`config.mk`:
```
export PLATFORM = sky130hd
export DESIGN_NAME = reg_file_sb_flat
export DESIGN_NICKNAME = d
export VERILOG_FILES = /design/src/rtl/reg_file_pkg.sv /design/src/rtl/reg_file_sb_if.sv /design/src/rtl/reg_file_sb_scoreboard.sv /design/src/rtl/reg_file_sb.sv /design/src/flat_wrapper.sv
export SDC_FILE = /design/constraint.sdc
export NUM_CORES = 1
export LEC_CHECK = 0
export CORE_MARGIN = 10
export CORE_UTILIZATION = 41
export DETAILED_ROUTE_END_ITERATION = 8
export PLACE_DENSITY = 0.67
export RECOVER_POWER = 50
export SLEW_MARGIN = 10
export SYNTH_ARGS = -nofsm -noshare
export SYNTH_HDL_FRONTEND = slang
export SYNTH_HIERARCHICAL = 1
export SYNTH_SLANG_ARGS = --single-unit
export TNS_END_PERCENT = 10
```
`constraint.sdc`:
```
create_clock -name clk -period 5.1 [get_ports clk]
set_clock_uncertainty 0.2 [all_clocks]
set_input_delay 1.02 -clock clk [delete_from_list [all_inputs] [get_ports clk]]
set_output_delay 1.02 -clock clk [all_outputs]
set_load 0.005 [all_outputs]
```
`src/rtl/reg_file_pkg.sv`:
```
// Shared defaults and the address type for the scoreboarded register file.
package reg_file_pkg;

  localparam int DEFAULT_DATA_W = 32;
  localparam int DEFAULT_ADDR_W = 4;

  typedef logic [DEFAULT_ADDR_W-1:0] reg_addr_t;

endpackage

```
`src/rtl/reg_file_sb_if.sv`:
```
// Decode/writeback bus of the register file; master is the pipeline, slave is the file.
interface reg_file_sb_if #(
  parameter int DATA_W = 32,
  parameter int ADDR_W = 4
);
  localparam int NREGS = 2**ADDR_W;

  logic [ADDR_W-1:0] rd_addr1;
  logic [ADDR_W-1:0] rd_addr2;
  logic [DATA_W-1:0] rd_data1;
  logic [DATA_W-1:0] rd_data2;
  logic              rd_busy1;
  logic              rd_busy2;
  logic              wr_en;
  logic [ADDR_W-1:0] wr_addr;
  logic [DATA_W-1:0] wr_data;
  logic              issue_en;
  logic [ADDR_W-1:0] issue_addr;
  logic              issue_stall;
  logic              flush;
  logic [NREGS-1:0]  busy_vec;
  logic [ADDR_W:0]   pend_cnt;

  modport master (
    output rd_addr1, rd_addr2, wr_en, wr_addr, wr_data, issue_en, issue_addr, flush,
    input  rd_data1, rd_data2, rd_busy1, rd_busy2, issue_stall, busy_vec, pend_cnt
  );

  modport slave (
    input  rd_addr1, rd_addr2, wr_en, wr_addr, wr_data, issue_en, issue_addr, flush,
    output rd_data1, rd_data2, rd_busy1, rd_busy2, issue_stall, busy_vec, pend_cnt
  );

endinterface

```
`src/rtl/reg_file_sb_scoreboard.sv`:
```
// Per-register busy tracking: issue marks a destination busy, writeback clears it,
// flush clears everything. Also produces the WAW stall and the pending count.
module reg_scoreboard import reg_file_pkg::*; #(
  parameter int ADDR_W   = DEFAULT_ADDR_W,
  parameter bit ZERO_REG = 1'b0,
  parameter bit BYPASS   = 1'b1
) (
  input  logic                 clk,
  input  logic                 rst_n,
  input  logic                 wrEn_i,
  input  logic [ADDR_W-1:0]    wrAddr_i,
  input  logic                 issueEn_i,
  input  logic [ADDR_W-1:0]    issueAddr_i,
  input  logic                 flush_i,
  input  logic [ADDR_W-1:0]    rdAddr1_i,
  input  logic [ADDR_W-1:0]    rdAddr2_i,
  output logic                 issueStall_o,
  output logic                 rdBusy1_o,
  output logic                 rdBusy2_o,
  output logic [2**ADDR_W-1:0] busyVec_o,
  output logic [ADDR_W:0]      pendCnt_o
);

  localparam int NREGS = 2**ADDR_W;

  logic [NREGS-1:0] busy_q, busy_d;
  logic [ADDR_W:0]  pendCnt_q, pendCnt_d;
  logic             clrHit;
  logic             zeroIssue;
  logic             issueAccept;

  // A writeback landing on the issue target this cycle frees it, so no stall.
  always_comb begin
    clrHit       = wrEn_i && (wrAddr_i == issueAddr_i);
    zeroIssue    = ZERO_REG && (issueAddr_i == '0);
    issueStall_o = issueEn_i && busy_q[issueAddr_i] && !clrHit && !zeroIssue;
    issueAccept  = issueEn_i && !issueStall_o && !flush_i && !zeroIssue;
  end

  always_comb begin
    busy_d    = busy_q;
    pendCnt_d = '0;
    for (int i = 0; i < NREGS; i++) begin
      if (flush_i) begin
        busy_d[i] = 1'b0;
      end else if (issueAccept && (issueAddr_i == ADDR_W'(i))) begin
        busy_d[i] = 1'b1;
      end else if (wrEn_i && (wrAddr_i == ADDR_W'(i))) begin
        busy_d[i] = 1'b0;
      end
      pendCnt_d = pendCnt_d + {{ADDR_W{1'b0}}, busy_d[i]};
    end
  end

  always_ff @(posedge clk or negedge rst_n) begin
    if (!rst_n) begin
      busy_q    <= '0;
      pendCnt_q <= '0;
    end else begin
      busy_q    <= busy_d;
      pendCnt_q <= pendCnt_d;
    end
  end

  always_comb begin
    rdBusy1_o = busy_q[rdAddr1_i] && !(BYPASS && wrEn_i && (wrAddr_i == rdAddr1_i));
    rdBusy2_o = busy_q[rdAddr2_i] && !(BYPASS && wrEn_i && (wrAddr_i == rdAddr2_i));
    busyVec_o = busy_q;
    pendCnt_o = pendCnt_q;
  end

endmodule

```
`src/rtl/reg_file_sb.sv`:
```
// Two-read/one-write register file with optional write bypass and zero register,
// fronting a busy-bit scoreboard for hazard detection in decode.
module reg_file_sb import reg_file_pkg::*; #(
  parameter int DATA_W   = DEFAULT_DATA_W,
  parameter int ADDR_W   = DEFAULT_ADDR_W,
  parameter bit ZERO_REG = 1'b0,
  parameter bit BYPASS   = 1'b1
) (
  input  logic          clk,
  input  logic          rst_n,
  reg_file_sb_if.slave  bus
);

  localparam int NREGS = 2**ADDR_W;

  logic [DATA_W-1:0] regArray_q [NREGS];
  logic              wrAccept;

  assign wrAccept = bus.wr_en && !(ZERO_REG && (bus.wr_addr == '0));

  always_ff @(posedge clk or negedge rst_n) begin
    if (!rst_n) begin
      for (int i = 0; i < NREGS; i++) begin
        regArray_q[i] <= '0;
      end
    end else if (wrAccept) begin
      regArray_q[bus.wr_addr] <= bus.wr_data;
    end
  end

  // Zero register wins over bypass, bypass wins over the stored value.
  always_comb begin
    bus.rd_data1 = regArray_q[bus.rd_addr1];
    bus.rd_data2 = regArray_q[bus.rd_addr2];
    if (BYPASS && wrAccept && (bus.wr_addr == bus.rd_addr1)) begin
      bus.rd_data1 = bus.wr_data;
    end
    if (BYPASS && wrAccept && (bus.wr_addr == bus.rd_addr2)) begin
      bus.rd_data2 = bus.wr_data;
    end
    if (ZERO_REG && (bus.rd_addr1 == '0)) begin
      bus.rd_data1 = '0;
    end
    if (ZERO_REG && (bus.rd_addr2 == '0)) begin
      bus.rd_data2 = '0;
    end
  end

  reg_scoreboard #(
    .ADDR_W   (ADDR_W),
    .ZERO_REG (ZERO_REG),
    .BYPASS   (BYPASS)
  ) u_scoreboard (
    .clk          (clk),
    .rst_n        (rst_n),
    .wrEn_i       (bus.wr_en),
    .wrAddr_i     (bus.wr_addr),
    .issueEn_i    (bus.issue_en),
    .issueAddr_i  (bus.issue_addr),
    .flush_i      (bus.flush),
    .rdAddr1_i    (bus.rd_addr1),
    .rdAddr2_i    (bus.rd_addr2),
    .issueStall_o (bus.issue_stall),
    .rdBusy1_o    (bus.rd_busy1),
    .rdBusy2_o    (bus.rd_busy2),
    .busyVec_o    (bus.busy_vec),
    .pendCnt_o    (bus.pend_cnt)
  );

endmodule
```
`src/flat_wrapper.sv`:
```
// flat-port wrapper written by rule: the top's interface ports become plain ports
module reg_file_sb_flat import reg_file_pkg::*;
#(
  parameter int DATA_W   = DEFAULT_DATA_W,
  parameter int ADDR_W   = DEFAULT_ADDR_W,
  parameter bit ZERO_REG = 1'b0,
  parameter bit BYPASS   = 1'b1
)
  (clk, rst_n, bus_rd_addr1, bus_rd_addr2, bus_wr_en, bus_wr_addr, bus_wr_data, bus_issue_en, bus_issue_addr, bus_flush, bus_rd_data1, bus_rd_data2, bus_rd_busy1, bus_rd_busy2, bus_issue_stall, bus_busy_vec, bus_pend_cnt);
  reg_file_sb_if #(.DATA_W(DATA_W), .ADDR_W(ADDR_W)) bus_i ();
  input  logic clk;
  input  logic rst_n;
  input wire logic [$bits(bus_i.rd_addr1)-1:0] bus_rd_addr1;
  input wire logic [$bits(bus_i.rd_addr2)-1:0] bus_rd_addr2;
  input wire logic [$bits(bus_i.wr_en)-1:0] bus_wr_en;
  input wire logic [$bits(bus_i.wr_addr)-1:0] bus_wr_addr;
  input wire logic [$bits(bus_i.wr_data)-1:0] bus_wr_data;
  input wire logic [$bits(bus_i.issue_en)-1:0] bus_issue_en;
  input wire logic [$bits(bus_i.issue_addr)-1:0] bus_issue_addr;
  input wire logic [$bits(bus_i.flush)-1:0] bus_flush;
  output wire logic [$bits(bus_i.rd_data1)-1:0] bus_rd_data1;
  output wire logic [$bits(bus_i.rd_data2)-1:0] bus_rd_data2;
  output wire logic [$bits(bus_i.rd_busy1)-1:0] bus_rd_busy1;
  output wire logic [$bits(bus_i.rd_busy2)-1:0] bus_rd_busy2;
  output wire logic [$bits(bus_i.issue_stall)-1:0] bus_issue_stall;
  output wire logic [$bits(bus_i.busy_vec)-1:0] bus_busy_vec;
  output wire logic [$bits(bus_i.pend_cnt)-1:0] bus_pend_cnt;
  assign bus_i.rd_addr1 = bus_rd_addr1;
  assign bus_i.rd_addr2 = bus_rd_addr2;
  assign bus_i.wr_en = bus_wr_en;
  assign bus_i.wr_addr = bus_wr_addr;
  assign bus_i.wr_data = bus_wr_data;
  assign bus_i.issue_en = bus_issue_en;
  assign bus_i.issue_addr = bus_issue_addr;
  assign bus_i.flush = bus_flush;
  assign bus_rd_data1 = bus_i.rd_data1;
  assign bus_rd_data2 = bus_i.rd_data2;
  assign bus_rd_busy1 = bus_i.rd_busy1;
  assign bus_rd_busy2 = bus_i.rd_busy2;
  assign bus_issue_stall = bus_i.issue_stall;
  assign bus_busy_vec = bus_i.busy_vec;
  assign bus_pend_cnt = bus_i.pend_cnt;
  reg_file_sb #(.DATA_W(DATA_W), .ADDR_W(ADDR_W), .ZERO_REG(ZERO_REG), .BYPASS(BYPASS)) u_core (.clk(clk), .rst_n(rst_n), .bus(bus_i));
endmodule
```
==> flow_summary.ini, run 1 <==
[yosys]
ys_seq_elements = 533
synth_area_leaders = dfrtp_1 46%, mux2_2 22%, mux4_2 21%
ys_seq_area_share_pct = 45.6
synth_top_cell_by_area = dfrtp_1
synth_top_area_share_pct = 45.6
synth_edf_count = 0
yosys_warnings = 6
avgSynthCellArea_um2 = 15.1
yosys.cell_types.count = 51
syn-cell-area_mm2 = 0.0293
syn_nets = 2000
syn_inst = 1932
synth-main-ff-cell = dfrtp_1
ys_async_sr_fraction_pct = 100

[critical_path]
cp_data_arrival_time_ps = 5410
worstSetupPathType = primary input to flop
start_kind = primary input
end_kind = flop
worst_r2r_endpoint = u_core/u_scoreboard/pendCnt_o[1]$_DFF_PN0_
cp_max_fo = 6
rrSetupSlack_ps = 120
required_ps = 5420
reg2regPathDepth = 16
rr_startpoint = u_core/u_scoreboard/busyVec_o[10]$_DFF_PN0_

[min_path]
min_from = u_core/regArray_q[294]$_DFFE_PN0P_
hold_end = u_core/regArray_q[294]$_DFFE_PN0P_
hp-class = flop to flop
whs_path_depth = 1

[grt]
grtUsageTotal_pct = 20.8
antenna_found_initial = 1
grt_remaining_overflow = 0
grt_pass1_wl_um = 131000
grt_pass1_vias = 20600
grt_max_degree = 123

[placed_design]
routabilityCongestion = 0.864
port_buffers = 140
dp_slack_ps = -1160
hpwl_um = 53100

[floorplanning]
die-area_mm2 = 0.0825
die_w_um = 287
initial_utilization_pct = 41.6
die_y_um = 287
core_region_area_mm2 = 0.0704
rows = 97
ioPinCount = 141

[routing]
dr.max_layer_used = met5
routed_via_density = 6.20
drtIter0Drc = 1641
routed-via-count = 19100
drtAntennaViolNets = 0
drc_errors = 0
met2_length_um = 42500
wire_per_inst_um = 28.0
firstDrtPassIters = 5
wl_met1_um = 35500
dr_wl_met3_um = 5950
routed_wl_um = 86300

[clocking]
insertion_delay_ps = 630
hold_buffers = 0
clk_pin_slew_ps = 60
cts_tree = done
cts_root_buf = clkbuf_16
clkSinkCount = 533
cts-buffers-inserted = 58
h-tree-depth = 2
clockBufferDepth = 3

[outcome]
violations = max-capacitance violations, max-slew violations
status = finished, violations left

[sta]
slew_headroom_pct = -109
finalMaxSlewViolations = 122
fin_crit_sh_pct = 99.7
rsz0062_at_grt = yes
setup_viol = 0
worst_slack_ps = 14.5
hold_viol_final = 0
worst_slew_pin_slew_ps = 3130
max_freq_mhz = 197
fin_crit_ps = 5090

[power]
pwr-share-comb_pct = 24.3
pwr-share-clk_pct = 32.2
sw_frac_of_total_pct = 27.1
p_int_mw = 9.84
seqPwrFrac_pct = 43.5
power_density_mw_per_mm2 = 388
p_leak_nw = 14.3
switchingPower_mw = 3.65
vdd_drop_max_mv = 0.278

[finish]
areaGrowthSynthToFinish_pct = 18.9
n_antenna_cell = 0
postLayoutCoreUtil_pct = 49.5
final_common_cell = mux2_2
drive_gt1_share_pct = 53.6
fin_nets = 2163
mostFrequentLayoutCells = 568 x mux2_2, 533 x dfrtp_1, 270 x mux4_2

[flow_run]
maxCapViolCount = 1
-- how the worst max path moves through the flow --
stage                      start                                    endpoint  slack (ps)  depth (start not counted)
2_1_floorplan  bus_issue_addr[0]  u_core/u_scoreboard/pendCnt_o[1]$_DFF_PN0_        -360                         16
3_3_place_gp   bus_issue_addr[2]  u_core/u_scoreboard/pendCnt_o[1]$_DFF_PN0_       -1160                         17
3_5_place_dp   bus_issue_addr[2]  u_core/u_scoreboard/pendCnt_o[1]$_DFF_PN0_       -1160                         16
4_1_cts        bus_issue_addr[0]  u_core/u_scoreboard/pendCnt_o[4]$_DFF_PN0_         -10                         19
5_1_grt        bus_issue_addr[2]  u_core/u_scoreboard/pendCnt_o[4]$_DFF_PN0_        -130                         19
6_report       bus_issue_addr[0]  u_core/u_scoreboard/pendCnt_o[1]$_DFF_PN0_          10                         17
-- cell type report --
type / instances / area, um^2
clock buffers: 88 / 1780
clock inverters: 16 / 188
fillers: 5939 / 35600
inverters: 17 / 63.8
multi-input cells: 1194 / 15300
flip-flops and latches: 533 / 13300
well taps: 940 / 1180
repair buffers: 291 / 2950
-- power groups by stage --
stage / Sequential (mW) / Clock, mW / Combinational (mW)
6_report: 5.87 / 4.35 / 3.28
5_1_grt: 5.99 / 4.59 / 3.52
4_1_cts: 5.84 / 4.42 / 3.32
3_5_place_dp: 5.91 / 0 / 3.30
3_3_place_gp: 5.79 / 0 / 3.22
2_1_floorplan: 5.68 / 0 / 2.31
-- kinds of logic (layout without fill, tap and decap cells) --
group	Yosys count	count (layout)	synth area share, %
muxes	851	851	43.1
DFF	533	533	45.6
buffers and inverters	205	412	2.92
AOI/OAI and AO/OA	168	168	4.48
and+or+nand+nor	138	138	2.34
xor gates and xnor gates	22	22	0.658
adders and majority gates	15	15	0.898
-- repair_timing --
action                                  CTS  global route
setup buffers                             4             1
endpoints found under the setup margin    4             4
gates resized for setup                  33            15
pin swaps                                16            15
-- worst max-delay path: stages --
cell and delay [ps]:
buf_6 100, mux2_4 280, or3_4 340, nand4_4 150, a311oi_4 160, o41a_1 370
fa_1 540, inv_2 40, fa_1 490, inv_2 40, fa_1 530, inv_2 40
fa_1 480, ha_2 190, inv_2 40, fa_2 560, inv_2 30
-- synth_stat cells (2+ instances only) --
| master | instances |
|---|---|
| nand3b_1 | 8 |
| nand2_1 | 74 |
| nor2b_1 | 5 |
| o311ai_0 | 3 |
| or3_1 | 5 |
| buf_1 | 12 |
| and2_0 | 2 |
| o41ai_1 | 8 |
| o211ai_1 | 9 |
| o31ai_1 | 8 |
| a22oi_1 | 124 |
| clkbuf_1 | 121 |
| inv_1 | 17 |
| xnor2_1 | 10 |
| o41a_1 | 4 |
| dfrtp_1 | 533 |
| fa_1 | 10 |
| buf_6 | 2 |
| nor4_2 | 2 |
| mux4_2 | 269 |
| o31a_1 | 3 |
| nand2b_1 | 5 |
| nand3_1 | 11 |
| mux2i_1 | 3 |
| mux2_2 | 568 |
| mux2_1 | 9 |
| buf_2 | 52 |
| a21oi_1 | 2 |
| xor2_1 | 12 |
| nor2_1 | 15 |
| nor3b_1 | 2 |
| ha_1 | 5 |
-- per-layer routing --
| metal | up-vias | global-route usage [%] |
|---|---|---|
| met4 | 2 | 6.14 |
| li1 | 7885 | - |
| met5 | - | 0 |
| met1 | 10300 | 27.1 |
| met2 | 726 | 34.4 |
| met3 | 168 | 4.70 |
-- flip-flops by register name, summed over array words and instances (netlist names) --
signal / cells
u_core/regArray_q: 512
u_core/u_scoreboard/pendCnt_o: 5
u_core/u_scoreboard/busyVec_o: 16
-- metrics by stage --
step / cells / area (um^2) / power (mW) / TNS [ps] / hold slack (ps)
6_report: 3079 / 34800 / 13.5 / 0 / 309
5_1_grt: 3079 / 34800 / 14.1 / -3110 / 333
4_1_cts: 3078 / 34900 / 13.6 / -13.3 / 311
3_5_place_dp: 2970 / 32800 / 9.21 / -5080 / 298
3_3_place_gp: 2970 / 32800 / 9.01 / -5000 / 283
2_1_floorplan: 1932 / 29300 / 7.99 / -1220 / 270
(Power assumes the default switching activity.)
==> run 2, diff against run 1 <==
- SYNTH_HIERARCHICAL: 1 -> default
==> run 2 against run 1 <==
  * The flow still finishes with violations (max-capacitance violations, max-slew violations)
  * Count of clock-buffer cells in the layout down 6
  * Sequential cell count unchanged
  * Wire length up 1.6%
  * Sequential share of layout area down 0.43 points
  * Critical path type unchanged
  * Critical endpoint is now u_core.u_scoreboard.pendCnt_o[1]$_DFF_PN0_
  * Largest cell class unchanged
  * Highest routed layer unchanged
==> flow_summary.ini, run 2 <==
[outcome]
status = finished, violations left
violations = max-capacitance violations, max-slew violations

[routing]
drc_errors = 0
drtAntennaViolNets = 0
drtIter0Drc = 1553
routed-via-count = 19600
routed_wl_um = 87800
firstDrtPassIters = 5
wire_per_inst_um = 27.5
routed_via_density = 6.15

[grt]
grt_pass1_vias = 21200
grt_max_degree = 127
grtUsageTotal_pct = 21.0
antenna_found_initial = 4
grt_remaining_overflow = 0
grt_pass1_wl_um = 135000

[finish]
fillers = 6050
regArea_mm2 = 0.0133
regMostFlops = u_core.regArray_q
largest_reg_flops = 512
mostFrequentLayoutCells = 533 x dfrtp_1, 324 x mux2_2, 268 x mux4_2
fin_nets = 2264
postLayoutCoreUtil_pct = 49.1
drive_gt1_share_pct = 42.5
final_common_cell = dfrtp_1
areaGrowthSynthToFinish_pct = 18.2
multiInputGateArea_mm2 = 0.0155

[yosys]
syn_nets = 2063
ys_seq_elements = 533
avgSynthCellArea_um2 = 14.9
yosys_warnings = 0
synth_area_leaders = dfrtp_1 45%, mux4_2 20%, mux2_2 12%
synth_edf_count = 0
ys_async_sr_fraction_pct = 100
synthTopCellsByCount = 533 x dfrtp_1, 325 x mux2_2, 268 x mux4_2
synth-main-ff-cell = dfrtp_1
syn-cell-area_mm2 = 0.0298
ys_seq_area_share_pct = 44.8
synth_top_cell_by_area = dfrtp_1
syn_inst = 1995
synth_top_area_share_pct = 44.8
yosys.cell_types.count = 49
synth.most_common_cell = dfrtp_1

[clocking]
clockBufferDepth = 3
cts-buffers-inserted = 55
h-tree-depth = 2
clk_pin_slew_ps = 60
insertion_delay_ps = 620
hold_buffers = 0
cts_root_buf = clkbuf_16
cts_tree = done
clkSinkCount = 533

[sta]
fin_crit_ps = 5000
slew_headroom_pct = -127
fin_crit_sh_pct = 98.1
worst_slew_pin_slew_ps = 3400
max_freq_mhz = 200
rsz0062_at_grt = yes
setup_viol = 0
hold_viol_final = 0
finalMaxSlewViolations = 190

[critical_path]
startpoint = bus_wr_addr[2]
endpoint = u_core.u_scoreboard.pendCnt_o[1]$_DFF_PN0_
cp_max_fo = 7
worstSetupPathType = primary input to flop
start_kind = primary input
required_ps = 5410
end_kind = flop
rrSetupSlack_ps = 310
rr_startpoint = u_core.u_scoreboard.busyVec_o[15]$_DFF_PN0_
cp_data_arrival_time_ps = 5310
worst_r2r_endpoint = u_core.u_scoreboard.pendCnt_o[1]$_DFF_PN0_
reg2regPathDepth = 14

[floorplanning]
initial_utilization_pct = 41.5
die_w_um = 290
rows = 98
die-area_mm2 = 0.0838
core_region_area_mm2 = 0.0717
die_y_um = 290
ioPinCount = 141

[power]
switchingPower_mw = 3.62
pwr-share-comb_pct = 24.4
finalPower_mw = 13.2
seqPwrFrac_pct = 44.3
power_density_mw_per_mm2 = 376
p_leak_nw = 14.4
vdd_drop_max_mv = 0.308
sw_frac_of_total_pct = 27.3
p_int_mw = 9.62
pwr-share-clk_pct = 31.3

[placed_design]
port_buffers = 140
hpwl_um = 53000
routabilityCongestion = 0.858

[flow_run]
maxCapViolCount = 3

[min_path]
hp-class = flop to flop
-- run 2: cell count changes after synthesis, sizes merged, moves of 60 or more --
cell and delta:
nor2b +60, a22oi -123, nor2 +61, mux2 -65, mux2i +65, a211oi +63, buf +62, nand2 -65
a2111oi +64
-- run 2: critical path, stage by stage --
cell and delay, ps:
clkdlybuf4s15_2 250, xor2_2 230, nor4_4 320, a22oi_2 190, o31a_1 340, fa_1 590
fa_1 450, fa_1 560, inv_2 40, fa_1 490, ha_2 190, inv_2 50
fa_2 550, inv_1 40
-- run 2: logic make-up after synthesis --
kind of cell               Yosys count  share of synthesized area (%)
muxes                              849                           41.9
DFF                                533                           44.8
buffers and inverters              226                           3.81
and+or+nand+nor                    192                           3.45
AOI/OAI and AO/OA                  166                           4.73
adders and majority gates           15                          0.882
xor gates and xnor gates            14                          0.412
-- run 2: area by class of cell --
cell class              count  area share (%)
diodes                      1         0.00711
clock buffers              82            4.65
clock inverters            21           0.640
inverters                  17           0.181
multi-input cells        1236            43.9
flip-flops and latches    533            37.9
well taps                 950            3.38
repair buffers            353            9.35
-- run 2: through the flow --
step                setup WS [ps]  instances  hold slack, ps  setup TNS (ps)  cell area [um^2]
floorplan                    -315       1995             270           -1050             29800
CTS                          4.72       3191             302               0             35200
finish                       99.4       3193             300               0             35200
detailed placement          -1010       3083             288           -4720             33300
global route                -12.7       3192             319           -15.2             35200
global placement             -938       3083             279           -4120             33300
-- run 2: power groups by stage --
stage          Clock [mW]  Sequential [mW]  Combinational (mW)
2_1_floorplan           0             5.68                2.25
3_3_place_gp            0             5.79                3.15
3_5_place_dp            0             5.91                3.24
4_1_cts              4.22             5.84                3.27
5_1_grt              4.38             5.99                3.48
6_report             4.15             5.86                3.23
-- run 2: how the worst min path moves through the flow --
stage / from / end / slack [ps] / cells past startpoint
2_1_floorplan: u_core.regArray_q[161]$_DFFE_PN0P_ / u_core.regArray_q[161]$_DFFE_PN0P_ / 270 / 1
3_3_place_gp: u_core.regArray_q[131]$_DFFE_PN0P_ / u_core.regArray_q[131]$_DFFE_PN0P_ / 280 / 1
3_5_place_dp: u_core.regArray_q[162]$_DFFE_PN0P_ / u_core.regArray_q[162]$_DFFE_PN0P_ / 290 / 1
4_1_cts: u_core.regArray_q[162]$_DFFE_PN0P_ / u_core.regArray_q[162]$_DFFE_PN0P_ / 300 / 1
5_1_grt: u_core.regArray_q[138]$_DFFE_PN0P_ / u_core.regArray_q[138]$_DFFE_PN0P_ / 320 / 1
6_report: u_core.regArray_q[162]$_DFFE_PN0P_ / u_core.regArray_q[162]$_DFFE_PN0P_ / 300 / 1
-- run 2: routing by layer --
layer  GRT usage (%)  wire (um)  vias to the layer above  share of wire [%]
li1                -          -                     8160                  -
met1            27.5      35900                    10600                 41
met2            34.8      43200                      719                 49
met3            3.96       5770                      182                6.6
met4            7.06       2850                        8                3.3
met5               0         37                        -              0.042
-- run 2: repair_timing --
action / 4_1_cts / 5_1_grt
resized for setup: 22 / 19
setup buffers: 5 / 1
setup endpoints to repair: 17 / 6
pin swaps: 14 / 14
cloned: 0 / 0
